`src/rtl/arc4_crack_pkg.sv`:
```
// Shared types and helpers for the ARC4 key-search dispatcher.
// Included by arc4_crack_dispatch and arc4_core_pick.
package arc4_crack_pkg;

    typedef enum logic [1:0] {
        IDLE,
        DISPATCH,
        DRAIN,
        FINISH
    } dispatch_state_t;

    localparam int DEFAULT_CHUNK_LOG2 = 16;
    localparam int CHUNK_SIZE = 1 << DEFAULT_CHUNK_LOG2;

    // Width of a core index; never below one bit so a single-core build still has an index.
    function automatic int clog2(input int n);
        int w;
        w = 1;
        while ((1 << w) < n) w++;
        return w;
    endfunction

endpackage

```
`src/rtl/arc4_core_pick.sv`:
```
// Lowest-index priority select over a core mask.
// Used for both free-core dispatch and found-key priority.
module arc4_core_pick
    import arc4_crack_pkg::*;
#(
    parameter int N  = 2,
    parameter int IW = 1
) (
    input  logic [N-1:0]  mask,
    output logic          valid,
    output logic [IW-1:0] idx
);

    always_comb begin
        valid = 1'b0;
        idx   = '0;
        for (int i = N - 1; i >= 0; i--) begin
            if (mask[i]) begin
                valid = 1'b1;
                idx   = IW'(i);
            end
        end
    end

endmodule

```
`src/rtl/arc4_crack_dispatch.sv`:
```
// Key-space dispatcher: hands fixed-size chunks to NUM_CORES crack cores and stops on first hit.
// Optional performance counters are enabled by defining ARC4_DISPATCH_PERF_EN.
module arc4_crack_dispatch
    import arc4_crack_pkg::*;
#(
    parameter int NUM_CORES  = 2,
    parameter int KEY_W      = 24,
    parameter int CHUNK_LOG2 = 16
) (
    input  logic                       clk,
    input  logic                       rst,
    input  logic                       en,
    output logic                       rdy,
    output logic                       key_valid,
    output logic [KEY_W-1:0]           key,
    output logic                       done,
    output logic [NUM_CORES-1:0]       core_en,
    output logic [NUM_CORES*KEY_W-1:0] core_base,
    output logic [NUM_CORES-1:0]       core_abort,
    input  logic [NUM_CORES-1:0]       core_rdy,
    input  logic [NUM_CORES-1:0]       core_done,
    input  logic [NUM_CORES-1:0]       core_found,
    input  logic [NUM_CORES*KEY_W-1:0] core_key
`ifdef ARC4_DISPATCH_PERF_EN
    ,
    output logic [31:0]                perf_cycles,
    output logic [KEY_W-CHUNK_LOG2:0]  perf_chunks
`endif
);

    localparam int IW = clog2(NUM_CORES);
    localparam logic [KEY_W:0] STEP = (KEY_W + 1)'(1) << CHUNK_LOG2;

    dispatch_state_t        state;
    logic [NUM_CORES-1:0]   busy;
    logic [NUM_CORES-1:0]   aborted;
    logic [KEY_W-1:0]       next_base;
    logic                   exhausted;

    logic [NUM_CORES-1:0]   found_mask;
    logic [NUM_CORES-1:0]   busy_after_done;
    logic [NUM_CORES-1:0]   free_mask;
    logic [NUM_CORES-1:0]   pick_onehot;
    logic                   pick_valid;
    logic [IW-1:0]          pick_idx;
    logic                   found_valid;
    logic [IW-1:0]          found_idx;
    logic [KEY_W-1:0]       found_key;
    logic [KEY_W:0]         base_sum;
    logic                   dispatch_go;

    arc4_core_pick #(.N(NUM_CORES), .IW(IW)) u_pick_free (
        .mask  (free_mask),
        .valid (pick_valid),
        .idx   (pick_idx)
    );

    arc4_core_pick #(.N(NUM_CORES), .IW(IW)) u_pick_found (
        .mask  (found_mask),
        .valid (found_valid),
        .idx   (found_idx)
    );

    // Dones from cores we never dispatched to are ignored; a hit suppresses dispatch that cycle.
    always_comb begin
        found_mask      = core_done & core_found & busy;
        busy_after_done = busy & ~core_done;
        free_mask       = core_rdy & ~busy;
        base_sum        = {1'b0, next_base} + STEP;
        dispatch_go     = (state == DISPATCH) && pick_valid && !exhausted && !found_valid;
        pick_onehot     = '0;
        found_key       = '0;
        for (int i = 0; i < NUM_CORES; i++) begin
            if (pick_valid && pick_idx == IW'(i)) pick_onehot[i] = 1'b1;
            if (found_idx == IW'(i)) found_key = core_key[i*KEY_W +: KEY_W];
        end
    end

    always_ff @(posedge clk or posedge rst) begin
        if (rst) begin
            state      <= IDLE;
            rdy        <= 1'b1;
            key_valid  <= 1'b0;
            key        <= '0;
            done       <= 1'b0;
            core_en    <= '0;
            core_abort <= '0;
            core_base  <= '0;
            busy       <= '0;
            aborted    <= '0;
            next_base  <= '0;
            exhausted  <= 1'b0;
        end else begin
            core_en    <= '0;
            core_abort <= '0;
            case (state)
                IDLE: begin
                    if (en) begin
                        done      <= 1'b0;
                        key_valid <= 1'b0;
                        next_base <= '0;
                        exhausted <= 1'b0;
                        busy      <= '0;
                        aborted   <= '0;
                        rdy       <= 1'b0;
                        state     <= DISPATCH;
                    end
                end
                DISPATCH: begin
                    if (found_valid) begin
                        // Aborted cores are no longer tracked as busy; DRAIN waits on their rdy instead.
                        key        <= found_key;
                        key_valid  <= 1'b1;
                        core_abort <= busy_after_done;
                        aborted    <= busy_after_done;
                        busy       <= '0;
                        state      <= DRAIN;
                    end else if (dispatch_go) begin
                        core_en <= pick_onehot;
                        for (int i = 0; i < NUM_CORES; i++) begin
                            if (pick_onehot[i]) core_base[i*KEY_W +: KEY_W] <= next_base;
                        end
                        busy                   <= busy_after_done | pick_onehot;
                        {exhausted, next_base} <= base_sum;
                    end else begin
                        busy <= busy_after_done;
                        if (exhausted && busy_after_done == '0) state <= FINISH;
                    end
                end
                DRAIN: begin
                    if ((aborted & ~core_rdy) == '0) state <= FINISH;
                end
                FINISH: begin
                    done  <= 1'b1;
                    rdy   <= 1'b1;
                    state <= IDLE;
                end
                default: state <= IDLE;
            endcase
        end
    end

`ifdef ARC4_DISPATCH_PERF_EN
    always_ff @(posedge clk or posedge rst) begin
        if (rst) begin
            perf_cycles <= '0;
            perf_chunks <= '0;
        end else if (state == IDLE) begin
            if (en) begin
                perf_cycles <= '0;
                perf_chunks <= '0;
            end
        end else begin
            if (perf_cycles != '1) perf_cycles <= perf_cycles + 32'd1;
            if (dispatch_go) perf_chunks <= perf_chunks + 1'b1;
        end
    end
`endif

endmodule

```
`config.mk`:
```
export PLATFORM = sky130hd
export DESIGN_NAME = arc4_crack_dispatch
export DESIGN_NICKNAME = d
export VERILOG_FILES = /design/src/rtl/arc4_crack_pkg.sv /design/src/rtl/arc4_core_pick.sv /design/src/rtl/arc4_crack_dispatch.sv
export SDC_FILE = /design/constraint.sdc
export NUM_CORES = 1
export LEC_CHECK = 0
export CORE_ASPECT_RATIO = 0.5
export CORE_MARGIN = 5
export CORE_UTILIZATION = 40
export DETAILED_ROUTE_END_ITERATION = 16
export GPL_TIMING_DRIVEN = 0
export PLACE_DENSITY = 0.81
export SLEW_MARGIN = 20
export SYNTH_ARGS = -nofsm -noshare
export SYNTH_HDL_FRONTEND = slang
export SYNTH_SLANG_ARGS = --single-unit
```
`constraint.sdc`:
```
create_clock -name clk -period 2.6 [get_ports clk]
set_clock_uncertainty 0.2 [all_clocks]
set_input_delay 0.52 -clock clk [delete_from_list [all_inputs] [get_ports clk]]
set_output_delay 0.52 -clock clk [all_outputs]
set_load 0.05 [all_outputs]
```
==> impl_metrics.ini <==
[timing]
worst_slew_margin_rel = 0.6343
finalMaxSlewViolations = 0
fin_crit_sh = 0.9368
fin_crit_ns = 2.436
whs_ns = 0.2761
finalSetupViolCount = 0
hold_viol_final = 0
worst_pin_slew_ns = 0.5468
fmax_mhz = 410.5

[detailed_routing]
dr_wl_met3_um = 787
vias_per_cell = 4.745
drt_iter0_markers = 85
dr_wl_met2_um = 3691
maxUsedRoutingLayer = met4
drt_wl_total_um = 7674
ant_nets = 0
routedWlPerCell_um = 14.48
num_vias = 2515
drc_errors = 0
wl_met1_um = 3044
firstDrtPassIters = 4

[synth]
ys_seq_area_frac = 0.5006
syn_area_per_cell_um2 = 10.92
synth_top_area_share = 0.4921
synth_edf_count = 0
synth.distinct_cells = 43
synthCells = 284
synth_top_cell_by_area = dfrtp_1
yosysWarnings = 0
syn-cell-area_um2 = 3102
ys_ff_latch = 62
ys_top_cells_by_area = dfrtp_1 (49%), mux2i_1 (7.7%), buf_4 (7.7%)
ys_async_sr_fraction = 1.000
ys.flop_type = dfrtp_1

[cells_and_area]
finalCoreUtilization = 0.6306
area_growth_pct = 51.11
drive_gt1_frac = 0.1820
stdcell_count = 530
num-fill-cells = 608
nets = 493
multi_input_area_um2 = 1359
regArea_um2 = 1553
design_area_um2 = 4687
insertedDiodeCount = 0

[placement]
gp_congestion = 0.8111
dp_hpwl_um = 5957
dp_cells = 515
io_buffers = 103
post_dp_cell_area_um2 = 4392

[grt]
grt_start_max_net_pins = 36
gr-total-overflow = 0
antenna_found_initial = 0
grt_pass1_vias = 2560
track_usage = 0.1625
grt_pass1_wl_um = 12390

[die]
die-area_um2 = 9722
io_pins = 136
rows = 22
die_x_um = 134.5
die_h_um = 72.27
start_util = 0.4173
core_region_area_um2 = 7432

[clocking]
post_cts_buffers = 0
cts.sinks = 62
cts_hold_buffers = 0
clkTransAtPathRegs_ns = 0.05
cts-htree-levels = 3
clock-root-buffer = clkbuf_16
cts_buffer_depth = 2
clock_latency_ns = 0.32
cts_tree = done
cts_buffers = 9

[status]
status = finished, final reports clean

[setup_path]
cp_max_fo = 10
endpoint_kind = flop
crit_required_ns = 2.60
crit_chain = inv_1 > ha_1 > buf_2 > nand3_2 > nor4b_1 > buf_4 > mux2_2
reg2reg_slack_ns = 0.16
crit_family = buffers and inverters
crit_arrival_ns = 2.43
reg2reg_from = state[1]$_DFFE_PP0P_
crit_type = reg -> reg
slowest_delay_ns = 0.42
crit_start = state[1]$_DFFE_PP0P_
crit_buf_inv = 3
crit_slowest_cell = dfrtp_1
worst_setup_path_start_kind = flop

[pwr]
power_frac_seq = 0.297
power_frac_comb = 0.459
switchingPower_mw = 1.903
p_int_mw = 2.721
p_total_mw = 4.624
swShare = 0.4116
peakVddDrop_uv = 443.6
pwr-share-clk = 0.244
leakage_nw = 2.329
power_density_nw_per_um2 = 986.6

[worst_hold_path]
hp-class = reg -> reg
hp-start = key[17]$_DFFE_PP0P_

[flow_run]
drv_cap = 0
[what timing repair did]
item / in CTS / in global routing
endpoints found under the hold margin: 0 / 0
setup endpoints to repair: 0 / 8
resized for setup: 0 / 3
[worst register-to-register path, delay by kind of cell (launching register included)]
family	cells	cell delay [ns]
fa+ha+maj	1	0.17
mux	1	0.36
flops	1	0.42
simple gates	2	0.53
buf+inv	3	0.63
[registers in the layout (all words and copies together), names as in the netlist]
signal	cells
key	24
key_valid	1
core_base	16
state	2
next_base	8
aborted	2
core_abort	2
done	1
rdy	1
exhausted	1
core_en	2
busy	2
[Yosys cell counts (2+ instances only)]
cell type  number
o21bai_1        2
clkbuf_1        6
buf_4          32
nor2_1          7
buf_2           6
mux2_2         18
and3_1          3
mux2i_1        24
o31ai_1         5
ha_1            6
o21ai_0        29
nand3_1         7
a21oi_1         5
or2_2           2
inv_1           5
nand2b_1        6
o311ai_0        3
nand2_1        29
a32o_1          2
a22o_1          2
nor3_1          2
nor2b_1         2
dfrtp_1        61
[cell usage in the layout, fill, tap and decap left out, drive strengths merged, types with 6 or more instances in the layout]
| cell | netlist | final |
|---|---|---|
| dfrtp | 61 | 61 |
| ha | 6 | 6 |
| clkbuf | 6 | 21 |
| nand3 | 7 | 7 |
| clkdlybuf4s50 | 0 | 103 |
| buf | 38 | 39 |
| mux2i | 25 | 25 |
| nand2 | 29 | 29 |
| mux2 | 19 | 19 |
| nor2 | 7 | 7 |
| o21ai | 29 | 29 |
| nand2b | 6 | 6 |
| conb | 1 | 32 |
[power groups by stage]
stage               clock [mW]  combinational, mW  sequential, mW
finish                    1.13               2.12            1.37
CTS                       1.15               2.14            1.38
global placement             0               2.09            1.37
floorplan                    0              0.754            2.06
detailed placement           0               2.11            1.39
global route              1.20               2.27            1.41
[path summary, 6_finish.rpt]
check | end | cells past startpoint
setup / recovery | core_base[42]$_DFFE_PP0P_ | 7
hold / removal | key[17]$_DFFE_PP0P_ | 2
setup reg to reg | core_base[42]$_DFFE_PP0P_ | 7
hold reg to reg | key[17]$_DFFE_PP0P_ | 2
max in group asynchronous | rdy$_DFFE_PP1P_ | 3
min in group asynchronous | key[18]$_DFFE_PP0P_ | 2
[cell type report]
type                       count  share of cell area
buffer                        44             0.06300
clock buffer                  15             0.06140
inverter                       5            0.004538
multi-input combinational    204              0.2899
sequential                    62              0.3313
tap                           96             0.02563
timing repair buffer         104              0.2242
[per-stage QoR]
stage	TNS (ns)	worst slack [ns]
after floorplan	0	0.3403
after global placement	-48.42	-0.7764
after detailed placement	-1.243	-0.1557
after CTS	0	0.05212
after global routing	-0.1925	-0.03537
final	0	0.1642
[routing by layer]
layer  track usage  up-vias
li1              -     1229
met1        0.1840     1163
met4       0.05192        0
met3       0.07271       15
met2        0.2798      108
met5             0        -
[kinds of logic (layout without fill, tap and decap cells)]
group / count (synthesis) / after routing / synth area share
AOI/OAI and AO/OA: 57 / 57 / 0.1206
xor gates and xnor gates: 1 / 1 / 0.002824
adders and majority gates: 6 / 6 / 0.02420
buffers and inverters: 49 / 168 / 0.1004
DFF: 62 / 62 / 0.5006
muxes: 44 / 44 / 0.1521
other: 1 / 32 / 0.001209
and+or+nand+nor: 64 / 64 / 0.09803
(Power assumes the default switching activity.)
